===== config.mk =====
export PLATFORM = sky130hd
export DESIGN_NAME = hilo_div_unit
export DESIGN_NICKNAME = d
export VERILOG_FILES = /design/src/rtl/hilo_div_unit.sv
export SDC_FILE = /design/constraint.sdc
export NUM_CORES = 1
export LEC_CHECK = 0
export CAP_MARGIN = 5
export CORE_MARGIN = 10
export CORE_UTILIZATION = 40
export CTS_BUF_LIST = sky130_fd_sc_hd__clkbuf_4 sky130_fd_sc_hd__clkbuf_8
export DETAILED_ROUTE_END_ITERATION = 12
export DONT_BUFFER_PORTS = 1
export SLEW_MARGIN = 15
export SYNTH_ARGS = -nofsm -noshare
export SYNTH_HDL_FRONTEND = slang
export SYNTH_SLANG_ARGS = --single-unit

===== constraint.sdc =====
create_clock -name clk -period 8.29 [get_ports clk]
set_clock_uncertainty 0.15 [all_clocks]
set_input_delay 0.4145 -clock clk [delete_from_list [all_inputs] [get_ports clk]]
set_output_delay 0.4145 -clock clk [all_outputs]
set_load 0.01 [all_outputs]

===== src/rtl/hilo_div_unit.sv =====
// Radix-2 restoring divider for DIV/DIVU: one quotient bit per cycle and a {remainder, quotient} result.
// Optional macro DIV_ZERO_FAST_EN: a zero divisor takes a short IDLE->ZERO->DONE path and returns 0.
module hilo_div_unit #(
  parameter int WIDTH = 32
) (
  input  logic               clk,
  input  logic               rst,
  input  logic               start_i,
  input  logic               signed_div_i,
  input  logic [WIDTH-1:0]   opdata1_i,
  input  logic [WIDTH-1:0]   opdata2_i,
  input  logic               annul_i,
  output logic [2*WIDTH-1:0] result_o,
  output logic               ready_o,
  output logic               stall_o
);

  localparam int CNT_W = $clog2(WIDTH);

  typedef enum logic [1:0] {
    S_IDLE = 2'd0,
    S_CALC = 2'd1,
    S_DONE = 2'd2
`ifdef DIV_ZERO_FAST_EN
    , S_ZERO = 2'd3
`endif
  } state_t;

  state_t state, state_nx;

  logic [CNT_W-1:0] cnt_p0;
  logic [WIDTH-1:0] rem_p0;
  logic [WIDTH-1:0] dvd_p0;
  logic [WIDTH-1:0] dvs_p0;
  logic             neg_q_p0;
  logic             neg_r_p0;

  logic             sign1, sign2;
  logic [WIDTH:0]   rem_sh, trial;
  logic             q_bit, last_iter;
  logic [WIDTH-1:0] rem_nx, quot_nx;

  // Two's-complement negate when requested; the most negative value maps onto itself,
  // which is still the correct unsigned magnitude.
  function automatic logic [WIDTH-1:0] neg_if(input logic [WIDTH-1:0] v, input logic neg);
    logic signed [WIDTH-1:0] sv;
    sv = $signed(v);
    return neg ? $unsigned(-sv) : v;
  endfunction

  assign sign1 = signed_div_i & opdata1_i[WIDTH-1];
  assign sign2 = signed_div_i & opdata2_i[WIDTH-1];

  // Trial subtraction; bit WIDTH of the difference is the borrow (negative result).
  assign rem_sh    = {rem_p0, dvd_p0[WIDTH-1]};
  assign trial     = rem_sh - {1'b0, dvs_p0};
  assign q_bit     = ~trial[WIDTH];
  assign rem_nx    = q_bit ? trial[WIDTH-1:0] : rem_sh[WIDTH-1:0];
  assign quot_nx   = {dvd_p0[WIDTH-2:0], q_bit};
  assign last_iter = (cnt_p0 == CNT_W'(WIDTH - 1));

  always_ff @(posedge clk) begin
    if (rst) state <= S_IDLE;
    else     state <= state_nx;
  end

  always_comb begin
    state_nx = state;
    if (annul_i) begin
      state_nx = S_IDLE;
    end else begin
      case (state)
        S_IDLE: begin
          if (start_i) begin
`ifdef DIV_ZERO_FAST_EN
            state_nx = (opdata2_i == '0) ? S_ZERO : S_CALC;
`else
            state_nx = S_CALC;
`endif
          end
        end
        S_CALC:  if (last_iter) state_nx = S_DONE;
        S_DONE:  state_nx = S_IDLE;
`ifdef DIV_ZERO_FAST_EN
        S_ZERO:  state_nx = S_DONE;
`endif
        default: state_nx = S_IDLE;
      endcase
    end
  end

  always_comb begin
    stall_o = 1'b0;
    ready_o = 1'b0;
    if (!annul_i) begin
      case (state)
        S_IDLE:  stall_o = start_i;
        S_CALC:  stall_o = 1'b1;
        S_DONE:  ready_o = 1'b1;
`ifdef DIV_ZERO_FAST_EN
        S_ZERO:  stall_o = 1'b1;
`endif
        default: stall_o = 1'b0;
      endcase
    end
  end

  // Operand latch (p0) and per-cycle iteration; result_o is only written on entry to DONE.
  always_ff @(posedge clk) begin
    if (rst) begin
      result_o <= '0;
      cnt_p0   <= '0;
    end else if (!annul_i) begin
      case (state)
        S_IDLE: begin
          if (start_i) begin
            dvd_p0   <= neg_if(opdata1_i, sign1);
            dvs_p0   <= neg_if(opdata2_i, sign2);
            neg_q_p0 <= sign1 ^ sign2;
            neg_r_p0 <= sign1;
            rem_p0   <= '0;
            cnt_p0   <= '0;
          end
        end
        S_CALC: begin
          rem_p0 <= rem_nx;
          dvd_p0 <= quot_nx;
          cnt_p0 <= cnt_p0 + 1'b1;
          if (last_iter)
            result_o <= {neg_if(rem_nx, neg_r_p0), neg_if(quot_nx, neg_q_p0)};
        end
`ifdef DIV_ZERO_FAST_EN
        S_ZERO: result_o <= '0;
`endif
        default: ;
      endcase
    end
  end

endmodule


==> impl_metrics.toml <==
[outcome]
status = "completed"

[floorplan]
rows = 61
pin_count = 135
coreArea_mm2 = 0.0278
die_y_um = 188
fp.dieW_um = 188
dieArea_mm2 = 0.0353
initial_utilization_pct = 40.5

[placed_design]
routabilityCongestion = 0.906
dpl.hpwl_um = 23300
port_buffers = 0

[yosys]
synth_nets = 1418
synth_area_leaders = "edfxtp_1 (26%), dfxtp_1 (13%), xor2_1 (6.0%)"
ys.flop_type = "edfxtp_1"
synth.largest_area_cell = "edfxtp_1"
synth_top_family_by_area = "compound AO/OA/AOI/OAI gates"
synthMuxAreaShare_pct = 1.92
synth_enable_flop_cells = 98
avgSynthCellArea_um2 = 8.60
synth-xor-area-share_pct = 10.4
synthSimpleGateAreaFrac_pct = 19.3
synth_seq_cells = 169
ys_warn_count = 0
synth-adder-area-share_pct = 4.40
netlist.area_leader.share_pct = 26.1
synth_area_mm2 = 0.0113
ys_seq_area_share_pct = 38.8
synth-async-reset-ratio_pct = 0
synth-compound-area-share_pct = 20.9
syn_inst = 1310
synth_cell_types = 81

[global_routing]
antenna_found_initial = 0
grt_max_degree = 80
first_global_vias = 9020
overflow = 0
grt_pass1_wl_um = 49500
grt_util_all_layers_pct = 17.3

[clock_tree]
htreeDepth = 4
cts_tree = "yes"
cts_root_buffer = "clkbuf_8"
cts.path.max_buffers = 2
clk_latency_ns = 0.46
cts_inserted_buffers = 17
cts.repair.resized = 0
clkTransAtPathRegs_ns = 0.10
clock_sinks = 169

[worst_setup_path]
critical_path.cell_chain = "inv_1 -> ha_1 -> fa_1 -> nand2b_2 -> a211oi_4 -> o21ai_2 -> a211o_1 -> o211a_2 -> buf_4 -> inv_1 -> buf_4 -> ha_1 -> nand2b_1 -> or4_1 -> o41ai_2 -> and3_1 -> o21ai_0 -> a21oi_1"
end_kind = "flop"
worstPathArrival_ns = 5.85
slowest_stage = "or4_1"
max_stage_delay_ns = 0.61
cp_max_fo = 53
cp-start-kind = "flop"
critical_path_class = "reg -> reg"
required_ns = 8.54

[drt]
vias = 9438
wl_per_cell_um = 18.5
drc = 0
wirelength_um = 31400
drtIter0Drc = 503
drt-pass1-iter-count = 6
viasPerCell = 5.57
postRouteAntennaNets = 0

[timing]
worst_pin_slew_ns = 1.10
drv_slew = 0
rsz0062_at_grt = "no"
setup-tns-final_ns = 0
finalCritPeriodShare_pct = 67.5
slew_headroom_pct = 26.2
final-setup-viol-count = 0
finalCriticalPeriod_ns = 5.60
hold_viol = 0
holdWs_ns = 0.0233
fmax_mhz = 179

[power_and_ir_drop]
power_density_mw_per_mm2 = 153
power.total_mw = 1.89
vdd.ir_drop.worst_v = 0.0000793
power_leakage_nw = 4.34

[cells_and_area]
final_common_cell = "nand2_1"
drive_gt1_share_pct = 6.01
num_antenna_cells = 0
area_growth_pct = 9.19
layout_common_cells = "nand2_1 (152), nor2_1 (135), a21oi_1 (101)"
nets = 1410

[run]
maxCapViolCount = 0

[min_path]
hold_class = "in -> reg"
layout make-up:
cell class | instances | area (um^2)
clock buffer | 19 | 262
clock inverter | 13 | 165
fill | 2763 | 15500
inverter | 57 | 214
multi-input combinational | 1019 | 6440
sequential | 169 | 4360
tap | 378 | 473
timing repair buffer | 38 | 375
report_power, final:
| group | internal [mW] | switching (mW) | leakage [nW] |
|---|---|---|---|
| clock network | 0.319 | 0.331 | 0.224 |
| logic | 0.118 | 0.188 | 2.64 |
| registers | 0.913 | 0.0177 | 1.48 |
layer usage:
metal  wire length (um)  track usage, %
met4                582            5.20
met5                  0               0
met1              13700            21.3
met3               2170            4.73
met2              14900            28.8
worst paths after layout:
kind                 from           end  slack, ns  cells after the start
min reg2reg  result_o[51]  result_o[51]       0.36                      2
max reg2reg    dvd_p0[31]  result_o[26]       2.69                     18
max            dvd_p0[31]  result_o[26]       2.69                     18
min          opdata2_i[2]     dvs_p0[2]       0.02                      1
critical path, delay by kind of cell, from the launching register on:
kind,cells,cell delay (ns)
buffers and inverters,4,1.25
AOI/OAI and AO/OA,7,1.68
and+or+nand+nor,4,1.21
adders and majority gates,3,0.86
DFF,1,0.36
state kept, by name, indices dropped and copies added (netlist names):
signal	flops
result_o	64
dvd_p0	32
dvs_p0	32
rem_p0	32
cnt_p0	5
state	2
neg_q_p0	1
neg_r_p0	1
kinds of logic after synthesis:
family | after synthesis
AO/OA/AOI/OAI | 365
XOR/XNOR | 134
adder cells (fa/ha/maj) | 39
buffers and inverters | 122
flip-flops | 169
multiplexers | 21
AND/OR/NAND/NOR | 460
metrics by stage:
stage	worst slack [ns]	util, %	cells	cell area (um^2)
finish	2.69	44.3	1693	12300
global placement	2.92	41.6	1632	11600
floorplan	3.36	-	1310	11300
global route	2.30	44.3	1693	12300
detailed placement	2.81	41.6	1632	11600
CTS	2.78	44.3	1693	12300
cells in the mapped netlist, types with 8 or more instances:
library cell and n:
a211oi_1 38, a21o_1 9, a21oi_1 101, a31oi_1 18, and2_1 18, and3_1 8
buf_1 9, buf_2 9, clkbuf_1 45, dfxtp_1 71, edfxtp_1 98, ha_1 38
inv_1 57, mux2i_1 16, nand2_1 152, nand3_1 15, nand4_1 11, nor2_1 136
nor3_1 34, nor4_1 12, o211ai_1 10, o21ai_0 96, o31ai_1 20, o41ai_1 12
or3_1 17, or4_1 9, xnor2_1 57, xor2_1 77
repair_timing:
| action | CTS | global route |
|---|---|---|
| setup buffers | 0 | 0 |
| hold buffers | 29 | 0 |
| hold endpoints to repair | 92 | 0 |
(Power assumes the default switching activity.)
